## config.mk

```make
export PLATFORM = sky130hd
export DESIGN_NAME = spi_memory_fsm
export DESIGN_NICKNAME = d
export VERILOG_FILES = /design/src/rtl/spi_memory_fsm.sv
export SDC_FILE = /design/constraint.sdc
export NUM_CORES = 1
export LEC_CHECK = 0
export ABC_AREA = 1
export CAP_MARGIN = 20
export CORE_AREA = 2 2 39 41
export DETAILED_ROUTE_END_ITERATION = 16
export DIE_AREA = 0 0 41 43
export HOLD_SLACK_MARGIN = 0.08
export SETUP_SLACK_MARGIN = 0.3
export SYNTH_ARGS = -nofsm -noshare
export SYNTH_HDL_FRONTEND = slang
export SYNTH_SLANG_ARGS = --single-unit
```

## constraint.sdc

```tcl
create_clock -name clk -period 2.2 [get_ports clk]
set_input_delay 0.22 -clock clk [delete_from_list [all_inputs] [get_ports clk]]
set_output_delay 0.22 -clock clk [all_outputs]
set_load 0.02 [all_outputs]
```

## src/rtl/spi_memory_fsm.sv

```systemverilog
// Transaction controller for the SPI memory slave: counts serial bits and
// sequences shift-register load, address latch, memory write and MISO enable.
module spi_memory_fsm #(
  parameter int ADDR_WIDTH = 7,
  parameter int DATA_WIDTH = 8
) (
  input  logic       clk,
  input  logic       reset,
  input  logic       cs,
  input  logic       sclk_posedge,
  input  logic       rw_bit,
  output logic       sr_load,
  output logic       addr_we,
  output logic       dm_we,
  output logic       miso_en,
  output logic [3:0] bit_count,
  output logic [2:0] state
);

  localparam logic [2:0] IDLE         = 3'd0;
  localparam logic [2:0] GET_HDR      = 3'd1;
  localparam logic [2:0] GOT_HDR      = 3'd2;
  localparam logic [2:0] READ_LOAD    = 3'd3;
  localparam logic [2:0] READ_SHIFT   = 3'd4;
  localparam logic [2:0] WRITE_GET    = 3'd5;
  localparam logic [2:0] WRITE_COMMIT = 3'd6;
  localparam logic [2:0] DONE         = 3'd7;

  localparam int         HDR_BITS  = ADDR_WIDTH + 1;
  localparam logic [3:0] HDR_LAST  = 4'(HDR_BITS - 1);
  localparam logic [3:0] DATA_LAST = 4'(DATA_WIDTH - 1);

  logic [2:0] state_q, state_d;
  logic [3:0] bit_count_q, bit_count_d;

  always_comb begin
    state_d     = state_q;
    bit_count_d = bit_count_q;
    // Chip-select deassertion aborts from every state and beats sclk_posedge.
    if (cs) begin
      state_d     = IDLE;
      bit_count_d = 4'd0;
    end else begin
      case (state_q)
        IDLE: begin
          state_d     = GET_HDR;
          bit_count_d = 4'd0;
        end
        GET_HDR: begin
          if (sclk_posedge) begin
            if (bit_count_q == HDR_LAST) begin
              state_d     = GOT_HDR;
              bit_count_d = 4'd0;
            end else begin
              bit_count_d = bit_count_q + 4'd1;
            end
          end
        end
        GOT_HDR:   state_d = rw_bit ? READ_LOAD : WRITE_GET;
        READ_LOAD: state_d = READ_SHIFT;
        READ_SHIFT, WRITE_GET: begin
          if (sclk_posedge) begin
            if (bit_count_q == DATA_LAST) begin
              state_d     = (state_q == READ_SHIFT) ? DONE : WRITE_COMMIT;
              bit_count_d = 4'd0;
            end else begin
              bit_count_d = bit_count_q + 4'd1;
            end
          end
        end
        WRITE_COMMIT: state_d = DONE;
        DONE:         state_d = DONE;
        default: begin
          state_d     = IDLE;
          bit_count_d = 4'd0;
        end
      endcase
    end
  end

  always_ff @(posedge clk or posedge reset) begin
    if (reset) begin
      state_q     <= IDLE;
      bit_count_q <= 4'd0;
    end else begin
      state_q     <= state_d;
      bit_count_q <= bit_count_d;
    end
  end

  // Moore decode: every control output depends on registered state only.
  assign sr_load   = (state_q == READ_LOAD);
  assign addr_we   = (state_q == GOT_HDR);
  assign dm_we     = (state_q == WRITE_COMMIT);
  assign miso_en   = (state_q == READ_SHIFT);
  assign bit_count = bit_count_q;
  assign state     = state_q;

endmodule

```

==> summary.txt <==
STA
  • Final min period: 1.74 ns
  • Worst slew pin tran: 0.267 ns
  • Worst rel slew slack: 0.821
  • Maximum clock frequency: 574 MHz
  • RSZ-0062 raised after global routing: false
  • Setup TNS: 0 ns
  • Worst Skew: 0.00416 ns
  • Setup violators final: 0
  • Final hold viol count: 0
  • Max-slew violations: 0
  • Final Cycle Share: 0.792

Place
  • Post-DP Area: 638 µm²
  • Dpl cells: 94
  • Gp weighted congestion: 0.816
  • Post-DP HPWL: 785 µm
  • # port buffers: 15

Status
  • Outcome: completed

Synth
  • Post-Syn Area: 468 µm²
  • Register area share after synthesis: 0.374
  • Total number of yosys warnings: 0
  • Syn nets: 69
  • Synth area leader: dfrtp_1
  • Synth cell types: 20
  • Share of the synthesized area in the top cell type: 0.374
  • Gate Count Post-Synth: 63
  • Syn Area/Cell: 7.43 µm²
  • Synth top area cells: dfrtp_1 37%, nand2_1 11%, inv_1 4.8%
  • #FFs+latches synth: 7

Worst setup path
  • Critical Path RT: 1.98 ns
  • Crit-path cells: nor3_1, clkdlybuf4s50_1
  • Critical path fanouts, max: 6
  • Element type at the critical path start: register
  • Worst Setup End Kind: output pin
  • Worst path max stage delay: 0.62 ns
  • CP max stage cell: clkdlybuf4s50_1
  • CP arrival: 1.52 ns
  • Worst Setup Path Type: reg2out

Layout
  • Finished Cell Area: 673 µm²
  • Share of layout cells above drive strength 1: 0.207
  • Most common cell after layout, fill and taps aside: nand2_1
  • # diodes: 0
  • Layout area overhead: 43.9%
  • Highest-count cells in the layout ignoring fill and taps: 14 x nand2_1, 12 x clkdlybuf4s50_1, 6 x inv_1, 6 x nor2_1, 6 x dfrtp_1
  • Nets@finish: 89
  • Core Util, Final: 0.486
  • Non-Filler Instances: 98

Global route
  • Grt ovf: 0
  • GRT Overall Usage: 0.125
  • Antenna violations before repair: 0
  • Largest net degree at the start of global routing: 8
  • Vias in the first global route: 385
  • First-pass GRT wire length: 1.52 mm

Floorplanning
  • Initial core utilization: 0.338
  • Die area: 1760 µm²
  • I/O pins: 16
  • Height of the die: 43 µm
  • Core Area: 1380 µm²
  • Chip width: 41 µm
  • Num rows: 14

Power and ir drop
  • Leakage: 0.000362 µW
  • VDD IR-drop max: 450 µV
  • Cell Pwr Density: 997 nW/µm²

Clock network
  • Skew-Pair Late Insertion Delay: 0.24 ns
  • CTS tree: yes
  • CTS buffer count: 3
  • Clock buffer depth: 2
  • Clock root buffer: clkbuf_4
  • Sinks on Clock Net: 7
  • H-tree levels: 1
  • # hold bufs at CTS: 0
  • Reg clk slew, reported paths: 0.05 ns

Run
  • MaxCap Viol Count: 0

Detailed routing
  • Post-detailed-route count of antenna-violating nets: 0
  • Final WL: 961 µm
  • DRT Pass-1 Iters: 2
  • Number of DRC markers in iteration 0: 3
  • Wire per inst: 9.81 µm
  • DRC Markers: 0
  • Vias: 457
  • Vias/cell: 4.66

Min path
  • Min-Delay Path Class: in2async
flip-flops by register name (all words and copies together), names as in the netlist:
register,flops
bit_count,4
state,3
critical path, delay by kind of cell, from the launching register on:
kind / cells / cell delay, ns
flip-flops: 1 / 0.46
AND/OR/NAND/NOR: 1 / 0.20
buffers and inverters: 1 / 0.62
cells in the mapped netlist, drive strengths merged:
cell type and count:
nand4 2, nor2 10, a21oi 1, dfrtp 7, nor3 2, inv 9, nand3 6, and3 1
nand2 14, ha 1, or2 1, o21ai 7, a211oi 1, nand3b 1
through the flow:
step	hold slack, ns	total power [µW]	setup WS [ns]
CTS	0.197	683	0.336
global route	0.225	720	0.364
detailed placement	0.471	567	0.610
global placement	0.463	571	0.602
floorplan	0.0234	428	0.849
finish	0.195	671	0.459
cell families after synthesis:
kind of cell / after synthesis / synth area share
adders and majority gates: 1 / 0.0267
and+or+nand+nor: 37 / 0.409
DFF: 7 / 0.374
buffers and inverters: 9 / 0.0722
AOI/OAI and AO/OA: 9 / 0.118
final timing paths:
path	start	to	slack [ns]	depth (start not counted)
min	reset	state[1]$_DFFE_PP0P_	0.19	2
max reg2reg	bit_count[0]$_DFFE_PP0P_	bit_count[2]$_DFFE_PP0P_	0.98	4
min in group clk	bit_count[3]$_DFFE_PP0P_	bit_count[3]$_DFFE_PP0P_	0.55	2
min reg2reg	bit_count[3]$_DFFE_PP0P_	bit_count[3]$_DFFE_PP0P_	0.55	2
max	state[1]$_DFFE_PP0P_	miso_en	0.46	2
max in group asynchronous	reset	state[2]$_DFFE_PP0P_	1.79	2
routing by layer:
layer	up-vias	global-route usage	wire length [µm]	share of wire
met3	0	0.0314	25	0.026
met2	4	0.169	453	0.47
met4	0	0.0600	0	0
li1	247	-	-	-
met5	-	0	0	0
met1	206	0.182	483	0.50
repair_timing:
item                       in CTS  in global routing
resized for setup               0                  4
setup buffers                   0                  0
setup endpoints to repair       0                  4
layout make-up:
cell class	count	area [µm²]
multi-input cells	47	259
repair buffers	15	158
fillers	137	711
flip-flops and latches	7	176
clock buffers	4	26.3
inverters	9	33.8
well taps	16	20.0
power breakdown:
part           leakage (µW)  switching (µW)  internal (µW)
registers         0.0000935            59.6            161
clock network     0.0000150            40.3           68.7
logic              0.000254             196            146
No activity file was read; power rests on OpenSTA's default activity.
